==> config.mk <==
export PLATFORM = sky130hd
export DESIGN_NAME = wide_add_seq
export DESIGN_NICKNAME = d
export VERILOG_FILES = /design/src/rtl/wide_add_seq_pkg.sv /design/src/rtl/wide_add_seq_nibble_adder.sv /design/src/rtl/wide_add_seq.sv
export SDC_FILE = /design/constraint.sdc
export NUM_CORES = 1
export LEC_CHECK = 0
export CORE_MARGIN = 8
export CORE_UTILIZATION = 40
export DETAILED_ROUTE_END_ITERATION = 6
export PLACE_DENSITY = 0.67
export RECOVER_POWER = 100
export SYNTH_ARGS = -nofsm -noshare
export SYNTH_HDL_FRONTEND = slang
export SYNTH_SLANG_ARGS = --single-unit
export TNS_END_PERCENT = 50
==> constraint.sdc <==
create_clock -name clk -period 3.5 [get_ports clk]
set_input_delay 0.525 -clock clk [delete_from_list [all_inputs] [get_ports clk]]
set_output_delay 0.525 -clock clk [all_outputs]
set_load 0.005 [all_outputs]
==> src/rtl/wide_add_seq_pkg.sv <==
`default_nettype none
// ============================================================================
// Module      : wide_add_seq_pkg
// Description : Shared types and constants for the nibble-serial adder.
// Revision    : 1.0 - initial release
// ============================================================================
package wide_add_seq_pkg;

   // Width of the shared adder slice; operands are processed one slice per cycle
   localparam int NIB_W = 4;

   // Control FSM states
   typedef enum logic [1:0] {
      IDLE = 2'd0,
      RUN  = 2'd1,
      DONE = 2'd2
   } state_t;

endpackage : wide_add_seq_pkg
`default_nettype wire

==> src/rtl/wide_add_seq_nibble_adder.sv <==
`default_nettype none
// ============================================================================
// Module      : nibble_adder
// Description : 4-bit ripple adder slice with carry in and carry out.
// Revision    : 1.0 - initial release
// ============================================================================
module nibble_adder
   import wide_add_seq_pkg::*;
(
   input  logic [NIB_W-1:0] a,
   input  logic [NIB_W-1:0] b,
   input  logic             cin,
   output logic [NIB_W-1:0] sum,
   output logic             cout
);

   logic [NIB_W:0] w_full;

   // One extra bit captures the carry out of the slice
   assign w_full = {1'b0, a} + {1'b0, b} + {{NIB_W{1'b0}}, cin};
   assign sum    = w_full[NIB_W-1:0];
   assign cout   = w_full[NIB_W];

endmodule : nibble_adder
`default_nettype wire

==> src/rtl/wide_add_seq.sv <==
`default_nettype none
// ============================================================================
// Module      : wide_add_seq
// Description : Sequential wide add/subtract using a single shared nibble
//               adder, LSB nibble first, with valid/ready handshakes.
// Revision    : 1.0 - initial release
// ============================================================================
module wide_add_seq
   import wide_add_seq_pkg::*;
#(
   parameter int WIDTH = 16
)(
   input  logic             clk,
   input  logic             rst_n,
   input  logic             in_valid,
   output logic             in_ready,
   input  logic [WIDTH-1:0] op_a,
   input  logic [WIDTH-1:0] op_b,
   input  logic             op_sub,
   output logic             out_valid,
   input  logic             out_ready,
   output logic [WIDTH-1:0] result,
   output logic             cout,
   output logic             ovf
);

   localparam int NSTEP  = WIDTH / NIB_W;
   localparam int STEP_W = (NSTEP > 1) ? $clog2(NSTEP) : 1;

   state_t              r_state;
   state_t              w_state_nxt;
   logic                w_accept;
   logic [WIDTH-1:0]    r_a;
   logic [WIDTH-1:0]    r_b;
   logic                r_sub;
   logic                r_carry;
   logic [STEP_W-1:0]   r_step;
   logic [WIDTH-1:0]    r_result;
   logic                r_cout;
   logic                r_ovf;
   logic [NIB_W-1:0]    w_a_nib;
   logic [NIB_W-1:0]    w_b_nib;
   logic [NIB_W-1:0]    w_sum;
   logic                w_nib_cout;
   logic                w_msb_cin;
   logic                w_last;

   // Operand slice for the current step; B is inverted for subtraction
   // (the +1 of the two's complement comes from the carry preload)
   assign w_a_nib = r_a[r_step*NIB_W +: NIB_W];
   assign w_b_nib = r_b[r_step*NIB_W +: NIB_W] ^ {NIB_W{r_sub}};
   assign w_last  = (r_step == STEP_W'(NSTEP - 1));

   // Carry into the MSB recovered from the top slice's sum bit
   assign w_msb_cin = w_a_nib[NIB_W-1] ^ w_b_nib[NIB_W-1] ^ w_sum[NIB_W-1];

   nibble_adder u_nibble_adder (
      .a    (w_a_nib),
      .b    (w_b_nib),
      .cin  (r_carry),
      .sum  (w_sum),
      .cout (w_nib_cout)
   );

   // State register
   always_ff @(posedge clk or negedge rst_n) begin
      if (!rst_n) r_state <= IDLE;
      else        r_state <= w_state_nxt;
   end

   // Next-state and handshake outputs
   always_comb begin
      w_state_nxt = r_state;
      in_ready    = 1'b0;
      out_valid   = 1'b0;
      w_accept    = 1'b0;
      case (r_state)
         IDLE: begin
            in_ready = 1'b1;
            if (in_valid) begin
               w_accept    = 1'b1;
               w_state_nxt = RUN;
            end
         end
         RUN: begin
            if (w_last) w_state_nxt = DONE;
         end
         DONE: begin
            out_valid = 1'b1;
            if (out_ready) w_state_nxt = IDLE;
         end
         default: w_state_nxt = IDLE;
      endcase
   end

   // Operand capture and one nibble of arithmetic per RUN cycle
   always_ff @(posedge clk or negedge rst_n) begin
      if (!rst_n) begin
         r_a      <= '0;
         r_b      <= '0;
         r_sub    <= 1'b0;
         r_carry  <= 1'b0;
         r_step   <= '0;
         r_result <= '0;
         r_cout   <= 1'b0;
         r_ovf    <= 1'b0;
      end else if (w_accept) begin
         r_a     <= op_a;
         r_b     <= op_b;
         r_sub   <= op_sub;
         r_carry <= op_sub;
         r_step  <= '0;
      end else if (r_state == RUN) begin
         r_result[r_step*NIB_W +: NIB_W] <= w_sum;
         r_carry <= w_nib_cout;
         if (w_last) begin
            r_step <= '0;
            r_cout <= w_nib_cout;
            r_ovf  <= w_msb_cin ^ w_nib_cout;
         end else begin
            r_step <= r_step + 1'b1;
         end
      end
   end

   assign result = r_result;
   assign cout   = r_cout;
   assign ovf    = r_ovf;

endmodule : wide_add_seq
`default_nettype wire

# Yosys cells after proc, flatten, opt, wreduce, memory -nomap -nowiden
# Index checks and enable logic that the tools add are counted.
# word_totals
in_bits,37
register_bits,56
n_memories,0
ramBits,0
latchBits,0
elab_cells,47
romBits,0
# op_classes
mux,14
bitwise,5
add_sub_neg,4
n_div,0
n_eq_ne,6
n_shift,4
order_cmp,0
n_reduce_logical,5
n_mul,0
# op_table
op,count
negator 4 -> 34 bit,1
"variable shift 4 x 34 -> 16 bit, first input constant",1
variable part select 4 x 34 -> 16 bit,1
variable part select 16 x 5 -> 4 bit,2
bitwise mux 16 bit,1
two-way mux 2 bit,6
two-way mux 1 bit,6
"inequality test 2 bit, second input constant",3
one-hot mux 2 bit (3 select lines),1
AND reduction 3 bit,2
adder 4 x 4 -> 5 bit,1
adder 5 x 1 -> 5 bit,1
"equality test 2 bit, second input constant",2
bitwise XOR 4 bit,1
bitwise XOR 1 bit,3
"adder 2 x 1 -> 2 bit, second input constant",1
"equality test 2 x 1 -> 1 bit, second input constant",1
logical NOT 2 bit,1
AND reduction 2 bit,1
nonzero test 2 bit,1
inverter 1 bit,1

# Depth between registers and ports, before layout
# Gate-level depths: netlist of run 1.
# logic_depth
ltp_word,6
ltp_mapped,9
depth_no_buf,8

# Cells and area by module
# A second synthesis of run 1 with hierarchy kept.
# hier_totals
hier_cells,179
area_unflattened_um2,2607.5
# by_module_without_submodules
mod,area_each_um2,seq_area_each_um2,instances,cells_per_inst
wide_add_seq,2463.6,1401.3,1,163
nibble_adder,143.9,0.0,1,16

# Worst setup path after synthesis of run 1
# Ideal clock, no wire load.
# synth_timing
path_kind,reg2reg
from,register r_step[0]
to,register r_ovf (netlist: ovf)
arrival_ns,2.646
period_less_slack_ns,2.773
path_buffers,0
required_time_ns,3.373
setup_ns,0.127
path_stages_with_launch,9
slack_ns,0.727
path_cell_list,dfrtp_1 mux4_1 xor2_1 fa_1 fa_1 a21o_1 a21oi_1 xnor2_1 o21ai_0
# synth_between
elab_chain_len,6
word_cells_on_any_way,10
# synth_rtl
element,line,rtl
start: declaration,wide_add_seq.sv:37,logic [STEP_W-1:0] r_step;
start signal: assignment,wide_add_seq.sv:121,r_step <= r_step + 1'b1;
variable part select 16 x 5 -> 4 bit,wide_add_seq.sv:51,assign w_b_nib = r_b[r_step*NIB_W +: NIB_W] ^ {NIB_W{r_sub}};
bitwise XOR 4 bit,wide_add_seq.sv:51,
adder 4 x 4 -> 5 bit,wide_add_seq_nibble_adder.sv:20,"assign w_full = {1'b0, a} + {1'b0, b} + {{NIB_W{1'b0}}, cin};"
adder 5 x 1 -> 5 bit,wide_add_seq_nibble_adder.sv:20,
bitwise XOR 1 bit,wide_add_seq.sv:55,assign w_msb_cin = w_a_nib[NIB_W-1] ^ w_b_nib[NIB_W-1] ^ w_sum[NIB_W-1];
bitwise XOR 1 bit,wide_add_seq.sv:119,r_ovf <= w_msb_cin ^ w_nib_cout;
end signal: assignment,wide_add_seq.sv:119,
end: declaration,wide_add_seq.sv:40,logic r_ovf;
# Several ways; a longest one is shown, not always the timed one.
# A chain may end at the register's enable or synchronous reset.

# Worst setup path in the final report of run 1
# Same ends and word-level chain as after synthesis.

==> run summary, run 1 <==
The floorplan step set the die height to 97.2 um. For this design, the slowest cell found on the critical path is sky130_fd_sc_hd__mux4_2. The worst register-to-register path begins at r_step[0]. The post-synthesis sequential area ratio is 53.2%, and the final antenna diode count is 0.

The run gives 0 as the number of antenna violations at the first check in global routing. The signal on the critical path passes through buf_4 -> mux4_2 -> fa_1 -> fa_1 -> a21o_1 -> a21oi_1 -> xnor2_1 -> o21ai_0. Once the floorplan was initialized, standard cells occupied 41.5% of the core. The logs give 0 for the number of synthesis warnings and 29 for the number of distinct library cell variants in the gate-level netlist after synthesis.

Synthesis inferred 56 register bits. The worst endpoint data arrival time came out at 3.05 ns. The clock transition at the registers of the reported paths was 0.09 ns; the final count of negative-setup-slack endpoints was 0. In this run the post-CTS setup repair buffer count came out at 0. Buffers inserted during clock tree synthesis total 5. After detailed routing, the number of remaining DRC violations is 0. Detailed placement ended at an HPWL of 4.27 mm. The final reports fail on max-capacitance violations, max-slew violations. Cells with a size suffix above 1 make up 6.60% of the layout. The run gives 12.8% as the overall track demand over capacity in global routing. Synthesis-to-finish area growth: 26.4%.

The flow ran to the end, but the final reports show violations. The post-layout total power is 3.17 mW, and the largest net degree at the start of global routing is 40. The library cells used most frequently in the layout, excluding fill and tap cells, are sky130_fd_sc_hd__nand2_1, sky130_fd_sc_hd__dfrtp_1, sky130_fd_sc_hd__clkdlybuf4s50_1, sky130_fd_sc_hd__dlygate4sd3_1, sky130_fd_sc_hd__a22o_1. Pin placement for this block handled 57 I/O pins. The logs give 0.63 ns for the worst reg-to-reg setup slack and 3.69 ns for the data required time at the worst endpoint. For the detailed router's first-iteration violation count, the log shows 54.

For hold timing, the worst endpoint is r_a[7]. The final layout contains 351 nets. Setup repair after global routing left no endpoint under its margin. The number of cells on the worst reg-to-reg path is 8.

In the routed layout, each cell is associated on average with a via count of 4.99. STA classifies the critical path endpoint as a flip-flop. The total number of vias was 1895.

The tools report the cts-stage hold buffer count as 0. The largest fanout on the critical path came out at 15. In this run the critical register-to-register path is captured at ovf. For the finished layout, the period the worst path requires is 2.87 ns. In this run the standard cell core region covers 6350 um2.

The first-pass GRT wire length was 10.1 mm. The tools report the number of maximum-capacitance constraint violations as 3. At the pin with the least slew margin, the transition time is 2.06 ns. Clock tree synthesis found a total of 56 sinks. The post-detailed-route count of antenna-violating nets came out at 0. Routability-driven placement finished with a final weighted congestion of 0.781. Adding up every negative setup slack in the final design gives 0 ns. The initialized floorplan defines 29 standard-cell rows. The count of input and output buffers is 56.

Cells fill 52.4% of the core in the end. The leading cell type in the layout, fill and taps excluded was sky130_fd_sc_hd__nand2_1. The run gives 1.35 mW as the switching power. Of the total power, the share spent switching nets is 42.6%. The worst hold path was traced through 2 stages. The run gives 109 as the number of slew-limit violations in the final report. TritonCTS built the clock tree.

The share of total power dissipated in combinational logic is 55.1%. In this run, post-CTS repair resized a total of 0 instances. The tools report the maximum ir drop on the vdd rail as 0.463 mV. For the number of endpoints with negative hold slack in the final report, the log shows 0. Dividing total power by cell area gives a power density of 953 nW/um2.

The worst hold path belongs to the class flip-flop to flip-flop. In the final routed layout, each cell accounts on average for 14.9 um. For the relative contribution of the clock network to total power, the log shows 10.6%. Before antenna repair, the detailed router went through 4 iterations.

The die covers 9440 um2. Global routing finished with a remaining overflow of 0. The cell count after synthesis came out at 247. Internal power comes to 1.82 mW. For the total wire length after detailed routing, the log shows 5.67 mm. Headroom to the max-slew limit came out at -37.4%. For the reported leakage power, the log shows 1.66 nW.

Critical path class: flip-flop to flip-flop. The horizontal die dimension is 97.2 um, and the average instance area after synthesis is 10.7 um2. For the worst-skew pair, the clock arrives at the later sink with an insertion delay of 0.31 ns. The post-synthesis cell area is 2640 um2. The worst hold path begins at r_a[7]. The run gives 295 as the post-synth net total. STA classifies the critical path startpoint as a flip-flop. The cell sitting at the root of the clock tree is a sky130_fd_sc_hd__clkbuf_8.

In this design, the stage delay of the slowest critical-path cell is 0.55 ns. The maximum operating frequency was 0.349 GHz; the number of levels in the clock H-tree was 2. The maximum root-to-sink buffer count was 2.

By instance count, the cell type seen most on the critical path is sky130_fd_sc_hd__fa_1. The logs give 34.3% for the sequential share of power and 0.0104 ns for the worst clock skew. The worst path uses 81.9% of the clock period. The tools report the number of global-route vias before repair as 2068.
-- area by class of cell --
type	instances	area (um2)
Fill cell	598	3020
Inverter	3	13.8
Multi-Input combinational cell	176	1160
Clock inverter	2	12.5
Clock buffer	5	68.8
Sequential cell	56	1400
Tap cell	77	96.3
Timing Repair Buffer	61	581
-- layer usage --
layer | vias up | GRT usage (%) | routed length (um)
met1 | 906 | 16.4 | 2640
met3 | 7 | 4.62 | 366
met2 | 46 | 19.9 | 2620
li1 | 936 | - | -
met5 | - | 0 | 0
met4 | 0 | 2.96 | 53
-- stage by stage --
| stage | instance area, um2 | hold WS, ns | cells | setup slack (ns) |
|---|---|---|---|---|
| 6_report | 3330 | 0.473 | 380 | 0.634 |
| 3_5_place_dp | 3260 | 0.458 | 373 | 0.631 |
| 2_1_floorplan | 2640 | 0.229 | 247 | 0.727 |
| 5_1_grt | 3330 | 0.499 | 380 | 0.405 |
| 3_3_place_gp | 3260 | 0.451 | 373 | 0.717 |
| 4_1_cts | 3340 | 0.348 | 380 | 0.633 |
-- logic make-up after synthesis --
group / count (synthesis) / synth area share (%)
buffers and inverters: 15 / 2.94
and+or+nand+nor: 123 / 20.6
adders and majority gates: 11 / 5.79
DFF: 56 / 53.2
AOI/OAI and AO/OA: 27 / 7.88
muxes: 8 / 7.27
xor gates and xnor gates: 7 / 2.33
-- power groups by stage --
stage	registers (mW)	clock network, mW	logic, mW
floorplan	1.05	0	1.29
global placement	1.09	0	1.79
detailed placement	1.10	0	1.81
CTS	1.09	0.352	1.82
global route	1.12	0.384	1.98
finish	1.09	0.337	1.75
-- synthesized netlist by cell type, drive strengths merged --
library cell  count  area (um2)
a22o             16         140
dfrtp            56        1400
nand3             2        10.0
clkbuf            4        15.0
nor2b             1        6.26
nor2              2        7.51
xnor2             2        17.5
nor4b             1        23.8
a21oi             2        10.0
nand2           111         424
nor4              2        42.5
nor3              1        10.0
inv               3        13.8
a21o              2        15.0
xor2              5        43.8
nand2b            2        12.5
and2              1        6.26
ha                9         113
fa                2        40.0
o211ai            1        7.51
o31ai             2        15.0
mux4              8         191
o21ai             4        20.0
buf               8        48.8
-- state kept, by name, indices dropped and copies added, names as in the netlist --
register  flops
cout          1
ovf           1
r_a          16
r_b          16
r_carry       1
r_state       2
r_step        2
r_sub         1
result       16
-- worst max path at each step --
stage | startpoint | to | slack (ns) | depth (start not counted)
floorplan | r_step[0] | ovf | 0.73 | 8
global placement | r_step[0] | ovf | 0.72 | 8
detailed placement | r_step[0] | ovf | 0.63 | 8
CTS | r_step[0] | ovf | 0.63 | 8
global route | rst_n | r_a[0] | 0.41 | 2
finish | r_step[0] | ovf | 0.63 | 8
-- worst max-delay path: cells and delay by family (launching register included) --
| kind | cells | cell delay, ns |
|---|---|---|
| mux | 1 | 0.55 |
| xor+xnor | 1 | 0.15 |
| compound gates | 3 | 0.54 |
| buf+inv | 1 | 0.29 |
| fa+ha+maj | 2 | 0.83 |
| flops | 1 | 0.38 |
Note: power is estimated with default switching activity, not from simulation.
==> run 2, diff against run 1 <==
--- a/config.mk
+++ b/config.mk
@@ -8,7 +8,7 @@
 export CORE_MARGIN = 8
 export CORE_UTILIZATION = 40
 export DETAILED_ROUTE_END_ITERATION = 6
-export PLACE_DENSITY = 0.67
+export PLACE_DENSITY = 0.7
 export RECOVER_POWER = 100
 export SYNTH_ARGS = -nofsm -noshare
 export SYNTH_HDL_FRONTEND = slang
==> constraint.sdc (replaced) <==
create_clock -name clk -period 2.3 [get_ports clk]
set_input_delay 0.345 -clock clk [delete_from_list [all_inputs] [get_ports clk]]
set_output_delay 0.345 -clock clk [all_outputs]
set_load 0.005 [all_outputs]
==> run 2 against run 1 <==
Compared with the run above: critical endpoint unchanged; first-iteration DRC count rose by 130%; die area did not move; non-clock buffer count rose by 14; via count rose by 3.1%; global-route usage fell by 0.23 points; final cell count rose by 3.9%; fmax rose by 13%; the flow finishes with violations (negative setup slack); setup slack got worse by 0.87 ns; utilization rose by 1.8 points; worst hold slack got worse by 0.23 ns; register-to-register slack got worse by 0.87 ns; highest routed layer unchanged; final area rose by 3.4%.
==> run summary, run 2 (synthesized netlist as in run 1, its figures left out) <==
The run gives 29 as the count of standard-cell rows. In this run the worst path has a maximum fanout of 3. The tools report the total number of vias as 1953. The overall track demand over capacity in global routing is 12.5%, and the die height is 97.2 um. The run gives 0 as the number of slew-limit violations in the final report. The tools report the number of levels in the clock H-tree as 2. From synthesis to final layout, the design area changed by 30.7%.

The run finished, with violations left. The overflow left after global routing was 0; the routed length per placed instance was 14.4 um. The number of clock buffers added by TritonCTS is 5.

Leading cell type in the layout, fill and taps excluded: sky130_fd_sc_hd__nand2_1. Based on the critical path, the design can be clocked at up to 0.394 GHz. At the pin with the least slew margin, the transition time is 1.17 ns.

The top cell types in the final layout, fill and taps aside, are sky130_fd_sc_hd__nand2_1, sky130_fd_sc_hd__dfrtp_1, sky130_fd_sc_hd__clkdlybuf4s50_1, sky130_fd_sc_hd__dlygate4sd3_1, sky130_fd_sc_hd__a22o_1. Logic depth of the worst register-to-register path: 8. Among the stages of the critical path, the cell type that occurs most often is sky130_fd_sc_hd__fa_2. For the final design utilization, the log shows 54.2%. The smallest setup slack after layout came out at -0.236 ns. The logs give 0 for the final antenna diode count and 5.48 mW for the post-layout total power. After detailed routing, the number of remaining DRC violations is 0. Buffers placed on the I/O ports in this run total 56.

Of the cells placed in the final design, the portion with a size suffix greater than 1 is 12.6%. The endpoint kind of the worst setup timing path is a flip-flop. The post-route minimum period came out at 2.54 ns. The slowest stage of the critical path belongs to the cell sky130_fd_sc_hd__mux4_2.

The congestion estimate from routability-driven global placement came to 0.830. Once detailed placement completed, the half-perimeter wirelength came to 4.34 mm. After clock tree synthesis, the flow added hold-fix buffers numbering 0. The horizontal die dimension is 97.2 um. Headroom to the max-slew limit came out at 21.8%.

The final layout contains routed wiring with a total length of 5.68 mm. The worst endpoint data arrival time is 2.73 ns, and the core area is 6350 um2. The via count normalized by instance count works out to 4.94.

Entering global routing, the biggest net connects 37 pins. Data on the critical path is required at its endpoint by 2.49 ns. The logs give 11 for the final count of negative-setup-slack endpoints and 4 for the iteration count of the initial detailed-routing pass. The initial core utilization was 41.5%. The clock drives 56 sinks. The maximum root-to-sink buffer count is 2, and the post-detailed-route count of antenna-violating nets is 0. The die covers 9440 um2. Of the available clock period, the critical path in the final layout requires 110%. The tools report the startpoint type of the worst setup path as a flip-flop. The final-stage net count was 365. TritonCTS built the clock tree. For the insertion delay of the later-clocked pin in the worst-skew pair, the log shows 0.30 ns. The tree is rooted in a sky130_fd_sc_hd__clkbuf_8. Setup repair after global routing could not meet its margin everywhere. For this run, the slowest stage of the critical path takes 0.51 ns. The detailed router's first-iteration violation count was 123.

The clock arrives with 0.00903 ns of skew. Summed over all cells, the static leakage comes to 1.72 nW. The checks that failed: negative setup slack.

The number of maximum-capacitance constraint violations was 0; the worst reg-to-reg setup slack was -0.24 ns. After clock tree synthesis, the clock-pin slew on the worst setup and hold paths is 0.10 ns. The worst-case IR drop observed on VDD is 1.05 mV. The number of antenna violations at the first check in global routing was 0.

The number of endpoints with negative hold slack in the final report was 0. Walking the worst path, the cells encountered are mux4_2 -> xor2_1 -> fa_2 -> fa_2 -> a21o_1 -> a21oi_2 -> xnor2_1 -> o21ai_1. Power spread over the standard cell area amounts to 1590 nW/um2. Pin placement for this block handled 57 I/O pins.

The logs give 10.1 mm for the first-pass GRT wire length and 2188 for the number of global-route vias before repair. Worst min-delay path category: primary input to async pin. Critical path class: flip-flop to flip-flop.
run 2: power breakdown:
part	internal [mW]	switching (mW)	total, mW
sequential	1.40	0.242	1.64
combinational	1.64	1.65	3.29
clock	0.244	0.314	0.559
total	3.28	2.20	5.48
run 2: worst max-delay path: cells and delay by family, from the launching register on:
kind            cells  cell delay, ns
compound gates      3            0.46
fa+ha+maj           2            0.73
xor+xnor            2            0.32
mux                 1            0.51
flops               1            0.41
run 2: layout make-up:
type | instances | area, um2
Timing Repair Buffer | 75 | 688
Inverter | 3 | 13.8
Fill cell | 545 | 2910
Sequential cell | 56 | 1400
Multi-Input combinational cell | 176 | 1140
Tap cell | 77 | 96.3
Clock buffer | 6 | 82.6
Clock inverter | 2 | 15.0
run 2: through the flow:
| stage | setup TNS, ns | instances | hold WS (ns) | cell area [um2] | worst slack, ns |
|---|---|---|---|---|---|
| after floorplan | -1.26 | 247 | 0.0494 | 2650 | -0.206 |
| after global placement | -1.13 | 386 | 0.354 | 3390 | -0.175 |
| after detailed placement | -1.64 | 386 | 0.360 | 3390 | -0.245 |
| after CTS | -1.51 | 394 | 0.0255 | 3490 | -0.243 |
| after global routing | -2.98 | 395 | 0.382 | 3440 | -0.336 |
| final | -1.63 | 395 | 0.248 | 3440 | -0.236 |
run 2: path summary, 6_finish.rpt:
path / start / end
setup / recovery: r_step[0] / ovf
hold / removal: rst_n / r_sub
setup reg to reg: r_step[0] / ovf
hold reg to reg: r_b[11] / r_b[11]
max in group asynchronous: rst_n / r_step[0]
min in group clk: r_b[11] / r_b[11]
run 2: timing repair:
action	CTS	global route
pin swaps	2	1
endpoints found under the setup margin	11	15
buffers inserted	0	1
resized for setup	2	1
run 2: routing by layer:
metal  vias to the layer above  wire, um  GRT usage [%]
met5                         -         0              0
met4                         0        88           4.62
met3                         6       256           3.27
met2                        52      2790           21.3
met1                       934      2540           14.8
li1                        961         -              -
